File: src/rtl/address_unit.sv
// Address unit: PCRA0/PCRA1 program counters, SP/SI/DI pointers, active-PC flag.
// Latency: address and pointer-byte outputs are combinational; register updates land on the next clk edge.
// Backpressure: none; every load, increment and flip request is applied in the cycle it is presented.
// Optional build macro ADDR_UNIT_SP_DEC_EN adds the sp_dec input (SP decrement).
module address_unit #(
  parameter int WIDTH      = 8,
  parameter int ADDR_WIDTH = 16
) (
  input  logic                  clk,
  input  logic                  reset,
  input  logic [WIDTH-1:0]      bus_in,
  input  logic [2:0]            ptr_load_select,
  input  logic [2:0]            ptr_assert_select,
  input  logic [1:0]            spsidi_inc_select,
  input  logic [2:0]            addr_select,
  input  logic                  inc_pcra0,
  input  logic                  inc_pcra1,
  input  logic                  pcra_flip,
  input  logic                  pcra_load,
  input  logic [ADDR_WIDTH-1:0] tx_in,
`ifdef ADDR_UNIT_SP_DEC_EN
  input  logic                  sp_dec,
`endif
  output logic [ADDR_WIDTH-1:0] addr_out,
  output logic                  addr_valid,
  output logic [WIDTH-1:0]      bus_out,
  output logic                  bus_out_en,
  output logic                  pcra_active
);

  // Upper pointer byte width; the hi byte takes the low HI_W bits of bus_in.
  localparam int HI_W = ADDR_WIDTH - WIDTH;

  logic [ADDR_WIDTH-1:0] pcra0, pcra1, sp, si, di;
  logic [ADDR_WIDTH-1:0] pcra0_nxt, pcra1_nxt, sp_nxt, si_nxt, di_nxt;
  logic                  pcra_active_nxt;
  logic                  dec_sp;

`ifdef ADDR_UNIT_SP_DEC_EN
  assign dec_sp = sp_dec;
`else
  assign dec_sp = 1'b0;
`endif

  // Byte load beats any increment/decrement; inc and dec together cancel.
  function automatic logic [ADDR_WIDTH-1:0] ptr_next(
    input logic [ADDR_WIDTH-1:0] cur,
    input logic                  ld_lo,
    input logic                  ld_hi,
    input logic                  inc,
    input logic                  dec,
    input logic [WIDTH-1:0]      d
  );
    logic [ADDR_WIDTH-1:0] r;
    r = cur;
    if (ld_lo)
      r = {cur[ADDR_WIDTH-1:WIDTH], d};
    else if (ld_hi)
      r = {d[HI_W-1:0], cur[WIDTH-1:0]};
    else if (inc && !dec)
      r = cur + ADDR_WIDTH'(1);
    else if (dec && !inc)
      r = cur - ADDR_WIDTH'(1);
    return r;
  endfunction

  // Next-state for pointers, program counters and the active-PC flag.
  always_comb begin
    sp_nxt = ptr_next(sp, ptr_load_select == 3'd1, ptr_load_select == 3'd2,
                      spsidi_inc_select == 2'd1, dec_sp, bus_in);
    si_nxt = ptr_next(si, ptr_load_select == 3'd3, ptr_load_select == 3'd4,
                      spsidi_inc_select == 2'd2, 1'b0, bus_in);
    di_nxt = ptr_next(di, ptr_load_select == 3'd5, ptr_load_select == 3'd6,
                      spsidi_inc_select == 2'd3, 1'b0, bus_in);

    // pcra_load targets the PC that is inactive before this edge.
    pcra0_nxt = pcra0;
    if (pcra_load && pcra_active)
      pcra0_nxt = tx_in;
    else if (inc_pcra0)
      pcra0_nxt = pcra0 + ADDR_WIDTH'(1);

    pcra1_nxt = pcra1;
    if (pcra_load && !pcra_active)
      pcra1_nxt = tx_in;
    else if (inc_pcra1)
      pcra1_nxt = pcra1 + ADDR_WIDTH'(1);

    pcra_active_nxt = pcra_active ^ pcra_flip;
  end

  // State registers with synchronous reset overriding every request.
  always_ff @(posedge clk) begin
    if (reset) begin
      pcra0       <= '0;
      pcra1       <= '0;
      sp          <= '0;
      si          <= '0;
      di          <= '0;
      pcra_active <= 1'b0;
    end else begin
      pcra0       <= pcra0_nxt;
      pcra1       <= pcra1_nxt;
      sp          <= sp_nxt;
      si          <= si_nxt;
      di          <= di_nxt;
      pcra_active <= pcra_active_nxt;
    end
  end

  // Address and pointer-byte muxes from pre-edge register state; zero when unselected.
  always_comb begin
    addr_out   = '0;
    addr_valid = 1'b1;
    case (addr_select)
      3'd1:    addr_out = pcra0;
      3'd2:    addr_out = pcra1;
      3'd3:    addr_out = sp;
      3'd4:    addr_out = si;
      3'd5:    addr_out = di;
      3'd6:    addr_out = tx_in;
      default: addr_valid = 1'b0;
    endcase

    bus_out    = '0;
    bus_out_en = 1'b1;
    case (ptr_assert_select)
      3'd1:    bus_out = sp[WIDTH-1:0];
      3'd2:    bus_out = WIDTH'(sp[ADDR_WIDTH-1:WIDTH]);
      3'd3:    bus_out = si[WIDTH-1:0];
      3'd4:    bus_out = WIDTH'(si[ADDR_WIDTH-1:WIDTH]);
      3'd5:    bus_out = di[WIDTH-1:0];
      3'd6:    bus_out = WIDTH'(di[ADDR_WIDTH-1:WIDTH]);
      default: bus_out_en = 1'b0;
    endcase
  end

endmodule
File: config.mk
export PLATFORM = sky130hd
export DESIGN_NAME = address_unit
export DESIGN_NICKNAME = d
export VERILOG_FILES = /design/src/rtl/address_unit.sv
export SDC_FILE = /design/constraint.sdc
export NUM_CORES = 1
export LEC_CHECK = 0
export ABC_AREA = 1
export CAP_MARGIN = 20
export CORE_UTILIZATION = 53
export CTS_BUF_LIST = sky130_fd_sc_hd__clkbuf_8
export CTS_CLUSTER_DIAMETER = 150
export DETAILED_ROUTE_END_ITERATION = 10
export MAX_ROUTING_LAYER = met4
export PLACE_DENSITY = 0.88
export SLEW_MARGIN = 20
export SYNTH_ARGS = -nofsm -noshare
export SYNTH_HDL_FRONTEND = slang
export SYNTH_SLANG_ARGS = --single-unit
File: constraint.sdc
create_clock -name clk -period 1.2 [get_ports clk]
set_input_delay 0.12 -clock clk [delete_from_list [all_inputs] [get_ports clk]]
set_output_delay 0.12 -clock clk [all_outputs]
set_load 0.02 [all_outputs]
==> results of run 1 <==
[routing by layer]
layer | track usage [%] | overflow
met1 | 77.8 | 1
met3 | 58.2 | 1
met5 | - | -
met2 | 90.7 | 17
met4 | 78.3 | 20
[what timing repair did]
| action | 4_1_cts |
|---|---|
| pin swaps | 121 |
| cloned | 4 |
| gates resized for setup | 574 |
| endpoints found under the setup margin | 101 |
| endpoints found under the hold margin | 0 |
| buffers inserted | 38 |
[kinds of logic after synthesis]
| group | Yosys count |
|---|---|
| simple gates | 516 |
| compound gates | 246 |
| fa+ha+maj | 5 |
| buf+inv | 191 |
| flops | 81 |
| xor+xnor | 22 |
[per-stage QoR]
| stage | instance area, sq um | setup WS [ns] | hold slack [ns] | setup TNS, ns | instances |
|---|---|---|---|---|---|
| 4_1_cts | 10300 | -0.240 | 0.224 | -7.79 | 1503 |
| 2_1_floorplan | 6270 | 0.00161 | 0.256 | 0 | 1061 |
| 3_5_place_dp | 8630 | -1.00 | 0.478 | -53.06 | 1447 |
| 3_3_place_gp | 8630 | -0.978 | 0.466 | -48.24 | 1447 |
==> impl_metrics.env, run 1 <==
export IMPL_synth_xor_area_share_pct=3.14
export IMPL_cts_buffers=9
export IMPL_port_buffers=67
export IMPL_synth_top_family_by_area="simple AND/OR/NAND/NOR gates"
export IMPL_cts_sink_count=81
export IMPL_status="stopped before the end"
export IMPL_io_pins=68
export IMPL_root_buffer="clkbuf_8"
export IMPL_syn_nets=1107
export IMPL_grt_ovfl_total=39
export IMPL_stop_stage="global routing"
export IMPL_synthFlopType="dfxtp_1"
export IMPL_synth_most_common_cell="nand2_1"
export IMPL_clock_path_buffers=2
export IMPL_ys_seq_area_share_pct=26.4
export IMPL_synth_simple_area_share_pct=35.2
export IMPL_grt_pass1_vias=11778
export IMPL_grt_pass1_wl_microns=67400
export IMPL_die_w_microns=110
export IMPL_synth_edf_count=0
export IMPL_synth_area_leaders="dfxtp_1 26%, nand2_1 17%, inv_1 9.7%"
export IMPL_yosysWarnings=0
export IMPL_synth_seq_cells=81
export IMPL_syn_area_per_cell_sq_um=5.78
export IMPL_ys_async_sr_fraction_pct=0
export IMPL_netlist_top_cells_count="278 x nand2_1, 158 x inv_1, 106 x nand3_1"
export IMPL_gp_congestion=1.14
export IMPL_start_util_pct=55.4
export IMPL_cts_max_level=3
export IMPL_synthAdderAreaFrac_pct=1.02
export IMPL_dieHeight_microns=110
export IMPL_grt_max_degree=26
export IMPL_syn_inst=1061
export IMPL_error="[ERROR GRT-0116] Global routing finished with congestion. Check the congestion regions in the DRC Viewer."
export IMPL_placementRows=38
export IMPL_synthMuxAreaShare_pct=0
export IMPL_synth_top_area_cell="dfxtp_1"
export IMPL_synthDistinctLibCells=33
export IMPL_netlist_area_sq_mm=0.00614
export IMPL_hpwl_microns=19200
export IMPL_track_usage_pct=77.3
export IMPL_synth_compound_area_share_pct=22.1
export IMPL_cts_hold_buffers=0
export IMPL_synthDominantCellAreaShare_pct=26.4
==> run 2, diff against run 1 <==
CORE_UTILIZATION = 40   (was 53)
CTS_BUF_LIST = default   (was sky130_fd_sc_hd__clkbuf_8)
CTS_CLUSTER_DIAMETER = default   (was 150)
MAX_ROUTING_LAYER = default   (was met4)
PLACE_DENSITY = default   (was 0.88)
PLACE_DENSITY_LB_ADDON = 0.15   (was default)
clock period = 1.6 ns   (was 1.2 ns; I/O delays follow)
==> impl_metrics.env, run 2 <==
export IMPL_status="finished with violations"
export IMPL_violations="negative setup slack"
export IMPL_via_count=7913
export IMPL_dieHeight_microns=126
export IMPL_maxCapViolCount=0
export IMPL_drtIter0Drc=838
export IMPL_nets=1297
export IMPL_cts_tree="done"
export IMPL_placed_area_sq_mm=0.00795
export IMPL_track_usage_pct=31.3
export IMPL_required_ns=1.44
export IMPL_finalWorstSetupSlack_ns=-0.0130
export IMPL_synth_area_leaders="dfxtp_1 26%, nand2_1 17%, inv_1 9.7%"
export IMPL_rsz0062_at_grt="false"
export IMPL_start_util_pct=41.6
export IMPL_placementRows=44
export IMPL_root_buffer="clkbuf_16"
export IMPL_hold_slack_ns=0.269
export IMPL_yosysWarnings=0
export IMPL_hpwl_microns=18700
export IMPL_diodes=0
export IMPL_grt_max_degree=49
export IMPL_finalHoldViolCount=0
export IMPL_netlist_top_cells_count="278 x nand2_1, 158 x inv_1, 106 x nand3_1"
export IMPL_cp_max_fo=3
export IMPL_power_mw=5.90
export IMPL_grt_pass1_vias=7105
export IMPL_antenna_found_initial=0
export IMPL_pre_cts_slack_ns=-0.679
export IMPL_final_util_pct=56.6
export IMPL_ys_seq_area_share_pct=26.4
export IMPL_gp_congestion=1.01
export IMPL_clock_latency_ns=0.35
export IMPL_p_per_area_mw_per_mm2=706
export IMPL_dr_pass1_iters=6
export IMPL_core_sq_mm=0.0148
export IMPL_synthFlopType="dfxtp_1"
export IMPL_viasPerCell=5.50
export IMPL_layout_common_cells="276 x nand2_1, 140 x inv_1, 133 x buf_4, 103 x nand3_1, 101 x a21oi_1"
export IMPL_route_detailed_drc=0
export IMPL_io_pins=68
export IMPL_cts_sink_count=81
export IMPL_min_path_type="input port to register"
export IMPL_fmax_ghz=0.620
export IMPL_p_leak_nw=3.67
export IMPL_synth_top_area_cell="dfxtp_1"
export IMPL_synth_most_common_cell="nand2_1"
export IMPL_clkTransAtPathRegs_ns=0.06
export IMPL_start_kind="register"
export IMPL_syn_inst=1061
export IMPL_fin_tns_setup_ns=-0.0130
export IMPL_die_area_sq_mm=0.0158
export IMPL_synthDominantCellAreaShare_pct=26.4
export IMPL_area_growth_pct=36.2
export IMPL_maxSlewHeadroom_pct=75.0
export IMPL_syn_nets=1107
export IMPL_port_buffers=67
export IMPL_stdcell_count=1440
export IMPL_synthDistinctLibCells=33
export IMPL_wl_per_cell_microns=16.8
export IMPL_cts_max_level=3
export IMPL_wirelength_microns=24200
export IMPL_critPathCaptureType="primary output"
export IMPL_clock_path_buffers=2
export IMPL_maxSlewViolCount=0
export IMPL_clock_skew_ns=0.00472
export IMPL_final_cell_area_sq_mm=0.00836
export IMPL_ant_nets=0
export IMPL_path_class="register to primary output"
export IMPL_fillCellCount=1524
export IMPL_syn_area_per_cell_sq_um=5.78
export IMPL_reg2reg_depth=7
export IMPL_synth_seq_cells=81
export IMPL_fin_crit_sh_pct=101
export IMPL_worstPathArrival_ns=1.45
export IMPL_ir_drop_mv=0.497
export IMPL_final_common_cell="nand2_1"
export IMPL_synth_edf_count=0
export IMPL_dp_cells=1419
export IMPL_ys_async_sr_fraction_pct=0
export IMPL_post_route_min_period_ns=1.61
export IMPL_cts_hold_buffers=0
export IMPL_die_w_microns=126
export IMPL_whs_path_depth=3
export IMPL_netlist_area_sq_mm=0.00614
export IMPL_setup_viol=1
export IMPL_cts_buffers=9
export IMPL_grt_ovfl_total=0
export IMPL_drive_above_1_share_pct=19.3
export IMPL_worstMarginPinSlew_ns=0.375
export IMPL_grt_pass1_wl_microns=38200
-- run 2: repair_timing --
action / in CTS / in global routing
gates cloned: 1 / 0
endpoints found under the setup margin: 26 / 40
gates resized for setup: 128 / 43
pin swaps: 7 / 8
buffers inserted: 1 / 3
-- run 2: cell families after synthesis --
kind of cell    share of synthesized area (%)
flops                                    26.4
fa+ha+maj                                1.02
compound gates                           22.1
simple gates                             35.2
xor+xnor                                 3.14
buf+inv                                  12.1
-- run 2: worst paths after layout --
| path | end | slack (ns) | startpoint |
|---|---|---|---|
| max reg2reg | pcra1[10] | 0.12 | pcra1[1] |
| min | pcra1[15] | 0.27 | reset |
| min reg2reg | di[15] | 0.50 | di[15] |
| max | addr_out[12] | -0.01 | di[12] |
-- run 2: routing by layer --
layer  vias up  wire length, microns  global-route usage [%]
li1       3885                     -                       -
met1      3565                 11000                    44.1
met2       395                 10000                    45.9
met3        68                  2400                    6.07
met4         0                   880                    14.1
met5         -                     0                       0
-- run 2: report_power, final --
part           switching (mW)  internal (mW)  leakage (nW)
Combinational           0.844          0.599          2.86
Sequential              0.110           2.13         0.663
Clock                   0.879           1.34         0.153
-- run 2: cell type report --
type	instances	area [sq um]	share of cell area [%]
inverter	164	618	7.40
timing repair buffer	206	1670	20.0
multi-input combinational	789	3910	46.7
clock inverter	2	35.0	0.419
tap	184	230	2.75
clock buffer	14	274	3.28
sequential	81	1630	19.4
-- run 2: critical path: stages, from the launching register on --
cell,delay (ns)
dfxtp_2,0.33
inv_4,0.10
buf_4,0.11
o22ai_1,0.07
nor2_1,0.21
nand3_1,0.13
buf_6,0.15
No activity file was read; power rests on OpenSTA's default activity.
